--- src/rtl/chi_slave_node.sv ---
// CHI slave node: single-outstanding ReadNoSnp/WriteNoSnp target
// backed by a small word-addressed storage array.
package chi_pkg;

    localparam logic [1:0] FLIT_REQ = 2'd0;
    localparam logic [1:0] FLIT_RSP = 2'd1;
    localparam logic [1:0] FLIT_DAT = 2'd2;

    localparam logic [6:0] OP_READ_NO_SNP  = 7'h04;
    localparam logic [6:0] OP_WRITE_UNIQUE = 7'h18;
    localparam logic [6:0] OP_WRITE_NO_SNP = 7'h1D;
    localparam logic [6:0] OP_COMP         = 7'h04;
    localparam logic [6:0] OP_COMP_DATA    = 7'h04;

    typedef struct packed {
        logic [1:0]  flit_type;
        logic [6:0]  opcode;
        logic [31:0] address;
        logic [7:0]  txn_id;
        logic [31:0] data;
        logic [3:0]  src_id;
        logic [3:0]  tgt_id;
    } chi_flit;

endpackage

module chi_slave_node
    import chi_pkg::*;
#(
    parameter logic [3:0] NODE_ID     = 4'd2,
    parameter int         MEM_DEPTH   = 16,
    parameter int         MEM_LATENCY = 2
) (
    input  logic       clk,
    input  logic       rst,
    input  logic       flit_valid,
    input  chi_flit    flit_in,
    output logic       flit_ready,
    output logic       flit_valid_out,
    output chi_flit    flit_out,
    input  logic       flit_ready_out,
    output logic       busy,
    output logic [7:0] drop_count
);

    localparam int IW = $clog2(MEM_DEPTH);

    typedef enum logic [1:0] {
        IDLE,
        RD_WAIT,
        WR_DO,
        RESP
    } state_t;

    state_t        state;
    logic [31:0]   mem [MEM_DEPTH];
    logic [31:0]   addr_q;
    logic [31:0]   data_q;
    logic [7:0]    txn_q;
    logic [3:0]    src_q;
    logic [3:0]    cnt_q;
    logic [IW-1:0] idx_q;
    logic          for_me;
    logic          is_rd;
    logic          is_wr;

    // Classify the presented flit against our node ID and opcode set
    always_comb begin
        for_me = (flit_in.flit_type == FLIT_REQ)
              && (flit_in.tgt_id == NODE_ID);
        is_rd  = for_me && (flit_in.opcode == OP_READ_NO_SNP);
        is_wr  = for_me && (flit_in.opcode == OP_WRITE_NO_SNP);
    end

    assign idx_q      = addr_q[IW+1:2];
    assign flit_ready = rst && (state == IDLE);
    assign busy       = (state != IDLE);

    // Transaction FSM, storage and registered response flit
    always_ff @(posedge clk or negedge rst) begin
        if (!rst) begin
            state          <= IDLE;
            flit_valid_out <= 1'b0;
            flit_out       <= '0;
            drop_count     <= '0;
            addr_q         <= '0;
            data_q         <= '0;
            txn_q          <= '0;
            src_q          <= '0;
            cnt_q          <= '0;
            for (int i = 0; i < MEM_DEPTH; i++) begin
                mem[i] <= '0;
            end
        end else begin
            unique case (state)
                IDLE: begin
                    if (flit_valid) begin
                        addr_q <= flit_in.address;
                        data_q <= flit_in.data;
                        txn_q  <= flit_in.txn_id;
                        src_q  <= flit_in.src_id;
                        cnt_q  <= 4'(MEM_LATENCY - 1);
                        if (is_rd) begin
                            state <= RD_WAIT;
                        end else if (is_wr) begin
                            state <= WR_DO;
                        end else if (drop_count != 8'hFF) begin
                            drop_count <= drop_count + 8'd1;
                        end
                    end
                end
                RD_WAIT: begin
                    if (cnt_q == 4'd0) begin
                        state              <= RESP;
                        flit_valid_out     <= 1'b1;
                        flit_out.flit_type <= FLIT_DAT;
                        flit_out.opcode    <= OP_COMP_DATA;
                        flit_out.address   <= addr_q;
                        flit_out.txn_id    <= txn_q;
                        flit_out.data      <= mem[idx_q];
                        flit_out.src_id    <= NODE_ID;
                        flit_out.tgt_id    <= src_q;
                    end else begin
                        cnt_q <= cnt_q - 4'd1;
                    end
                end
                WR_DO: begin
                    mem[idx_q]         <= data_q;
                    state              <= RESP;
                    flit_valid_out     <= 1'b1;
                    flit_out.flit_type <= FLIT_RSP;
                    flit_out.opcode    <= OP_COMP;
                    flit_out.address   <= addr_q;
                    flit_out.txn_id    <= txn_q;
                    flit_out.data      <= '0;
                    flit_out.src_id    <= NODE_ID;
                    flit_out.tgt_id    <= src_q;
                end
                RESP: begin
                    if (flit_ready_out) begin
                        state          <= IDLE;
                        flit_valid_out <= 1'b0;
                        flit_out       <= '0;
                    end
                end
                default: state <= IDLE;
            endcase
        end
    end

endmodule

--- config.mk ---
export PLATFORM = sky130hd
export DESIGN_NAME = chi_slave_node
export DESIGN_NICKNAME = d
export VERILOG_FILES = /design/src/rtl/chi_slave_node.sv
export SDC_FILE = /design/constraint.sdc
export NUM_CORES = 1
export LEC_CHECK = 0
export CORE_MARGIN = 2
export CORE_UTILIZATION = 60
export CTS_BUF_LIST = sky130_fd_sc_hd__clkbuf_16
export DETAILED_ROUTE_END_ITERATION = 8
export GPL_ROUTABILITY_DRIVEN = 0
export GPL_TIMING_DRIVEN = 0
export HOLD_SLACK_MARGIN = 0.15
export PLACE_DENSITY = 0.79
export SYNTH_ARGS = -nofsm -noshare
export SYNTH_HDL_FRONTEND = slang
export SYNTH_SLANG_ARGS = --single-unit
--- constraint.sdc ---
create_clock -name clk -period 3.2 [get_ports clk]
set_input_delay 0.96 -clock clk [delete_from_list [all_inputs] [get_ports clk]]
set_output_delay 0.96 -clock clk [all_outputs]
set_load 0.01 [all_outputs]
==> impl_results.md <==
* DR WL/cell at approximately 24 um
* Yosys top cell area share at 57.2%
* Num ports at 193
* DRC viols at 0
* Initial core utilization at around three fifths
* Clock buffer depth at 3
* Share of cells above drive strength 1 at 40.8%
* WL final at 70100 um
* Uppermost layer routed: met5
* Startpoint Class: flop
* Antenna Nets Post-Route at 0
* Final setup fails at 0
* PnR worst setup slack at 0.142 ns
* Slew margin rel. at 23.6%
* Register area share after synthesis at 57.2%
* Leakage power at between 15 and 20 nW
* H-Tree Depth at 3
* Worst Path Arrival at 2.10 ns
* Die H at 227 um
* First-pass GRT wire length at 110000 um
* Final Critical Period at about 3 ns
* Layout Area Growth over Synthesis at 17.4%
* Placement Setup Slack at -0.726 ns
* WS Path Type: flop to output port
* Hold/Removal Path Class: input port to async pin
* Worst-margin pin slew at between 1 and 1.5 ns
* Max Slew Vio Count at 0
* Vias at 17800
* Worst vdd ir at ~0.00066 V
* Number of synthesized flops with an enable pin at 0
* Top cells by area, synth: dfrtp_1, mux2_2, mux4_2
* Clock slew at reported path FFs at 0.06 ns
* Yosys top cell by area: dfrtp_1
* Metal1 wirelength at 29300 um
* #FFs+latches synth at ~700
* Drt first pass iters at 6
* Fin crit share at 95.6%
* PortBufs at 183
* DR vias/cell at between 6 and 7
* Largest net degree at the start of global routing at 126
* Final Hold Violating Endpoints at 0
* Status: finished clean
* Async SR Flop Fraction at 100%
* Fill cells at 3214
* Dominant synthesized flop cell: dfrtp_1
* Post-synth top cells: dfrtp_1, mux2_2, mux4_2
* Worst setup EP type: output port
* DP Cell Count at 2804
* Final nets at roughly 2300
* Starting DRT DRC Count at 1147
* Yosys cell types at 44
* CORE AREA at 49000 um^2
* Dpl hpwl at 48300 um
* Worst-path fanout max at 8
* Die Wd at 227 um
* Yosys Warn Count at 0
* Mapped Avg Cell Area at 15.3 um^2
* Die Footprint at about 51000 um^2
* Worst clock skew at 0.0189 ns
* Hold_ws at 0.212 ns
* Remaining Overflow, GRT at 0
* Clk Latency, worst-skew pair at 0.60 ns
* Layout Cells excl Fill at 2936
* FP Rows at 81
* Most frequent cell after synthesis: dfrtp_1
* Post-Syn Instances at 1944
* F_max at 327 MHz
* Clock Sinks at 681
* ANT cells at 0
* WL met3 at 4570 um
* TritonCTS clock tree: built
* Vias in the first global route at 18900
* Met2 wire length at between 30000 and 40000 um
* Max cap viols at 0
* Initial antenna violation count at 1
* Worst path required time at approximately 2.2 ns
* Unrepaired setup endpoints after global routing: no
* PwrDens at 1060 nW/um^2
* Netlist Area Pre-Place at about 30000 um^2
* Root Buffer: clkbuf_16
* Total GRT Usage at 28.2%
* Total CTS buffers at between 70 and 80
[sequential cells by signal, indices dropped and copies added (netlist names)]
signal	cells
state	2
cnt_q	4
flit_valid_out	1
src_q	4
data_q	32
drop_count	8
mem	512
addr_q	32
txn_q	8
flit_out	78
[power by group]
group / total (mW) / leakage (nW) / internal (mW) / switching [mW]
Combinational: 14.4 / 5.87 / 7.72 / 6.67
Clock: 7.79 / 1.14 / 4.45 / 3.34
Sequential: 14.8 / 8.66 / 12.4 / 2.37
[metrics by stage]
| step | TNS, ns | power [mW] | utilization [%] | cell area, um^2 |
|---|---|---|---|---|
| after detailed placement | -48.27 | 29.2 | 66.7 | 32600 |
| after global placement | - | 28.4 | 66.4 | 32500 |
| after global routing | 0 | 39.0 | 71.5 | 35000 |
| after floorplan | 0 | 24.2 | - | 29800 |
| after CTS | 0 | 37.1 | 71.4 | 34900 |
| final | 0 | 37.0 | 71.5 | 35000 |
[worst paths after layout]
kind | start | to | slack, ns | cells past startpoint
hold / removal | rst | mem[381] | 0.21 | 1
max in group asynchronous | rst | mem[51] | 1.36 | 4
min in group clk | flit_out[73] | flit_out[73] | 0.47 | 2
setup reg to reg | cnt_q[0] | flit_out[37] | 0.25 | 7
hold reg to reg | flit_out[73] | flit_out[73] | 0.47 | 2
setup / recovery | state[0] | flit_ready | 0.14 | 4
[layer usage]
| layer | track usage (%) | up-vias |
|---|---|---|
| met2 | 45.8 | 519 |
| met4 | 10.6 | 2 |
| met5 | 0 | - |
| li1 | - | 7680 |
| met1 | 38.0 | 9442 |
| met3 | 5.71 | 123 |
[cells in the final DEF (no fill, tap or decap), types with 4 or more instances in the layout]
cell type | netlist | routed
clkinv_2 | 0 | 12
and3_1 | 5 | 5
clkinv_1 | 0 | 19
nand2b_1 | 5 | 5
ha_1 | 7 | 6
nor3_1 | 36 | 36
nand2_1 | 97 | 97
nand4_1 | 5 | 5
nand3b_1 | 4 | 4
mux2_2 | 615 | 615
mux2_1 | 8 | 8
mux4_2 | 128 | 128
buf_1 | 23 | 23
buf_6 | 6 | 6
clkbuf_1 | 76 | 75
clkbuf_16 | 0 | 79
a221o_1 | 32 | 32
buf_16 | 0 | 6
conb_1 | 1 | 9
dfrtp_1 | 681 | 681
o21ai_0 | 54 | 54
buf_2 | 56 | 56
nand3_1 | 6 | 6
inv_1 | 6 | 21
xnor2_1 | 7 | 7
nor2_1 | 14 | 14
buf_4 | 11 | 12
clkdlybuf4s50_1 | 0 | 182
mux2i_1 | 33 | 33
[critical path: stages, from the launching register on]
cell             delay (ns)
dfrtp_1                0.41
inv_1                  0.13
ha_2                   0.27
and2_1                 0.14
clkdlybuf4s50_1        0.55
[repair_timing]
item	in CTS	in global routing
gates cloned	3	1
pin swaps	0	1
setup buffers	0	1
hold buffers	0	0
gates resized for setup	3	1
setup endpoints to repair	11	54
[logic make-up after synthesis]
family	count (synthesis)	synth area share [%]
flip-flops	681	57.2
buffers and inverters	179	2.78
adder cells (fa/ha/maj)	7	0.294
XOR/XNOR	7	0.206
multiplexers	784	34.3
other	1	0.0126
AO/OA/AOI/OAI	98	2.28
AND/OR/NAND/NOR	187	2.94
[layout make-up]
cell class	count	area [um^2]	area share, %
sequential	681	17000	48.7
tap	664	831	2.37
clock inverter	49	243	0.694
clock buffer	78	1950	5.58
inverter	7	26.3	0.0751
multi-input combinational	1092	12000	34.2
buffer	172	803	2.30
timing repair buffer	193	2120	6.05
Note: power is estimated with default switching activity, not from simulation.
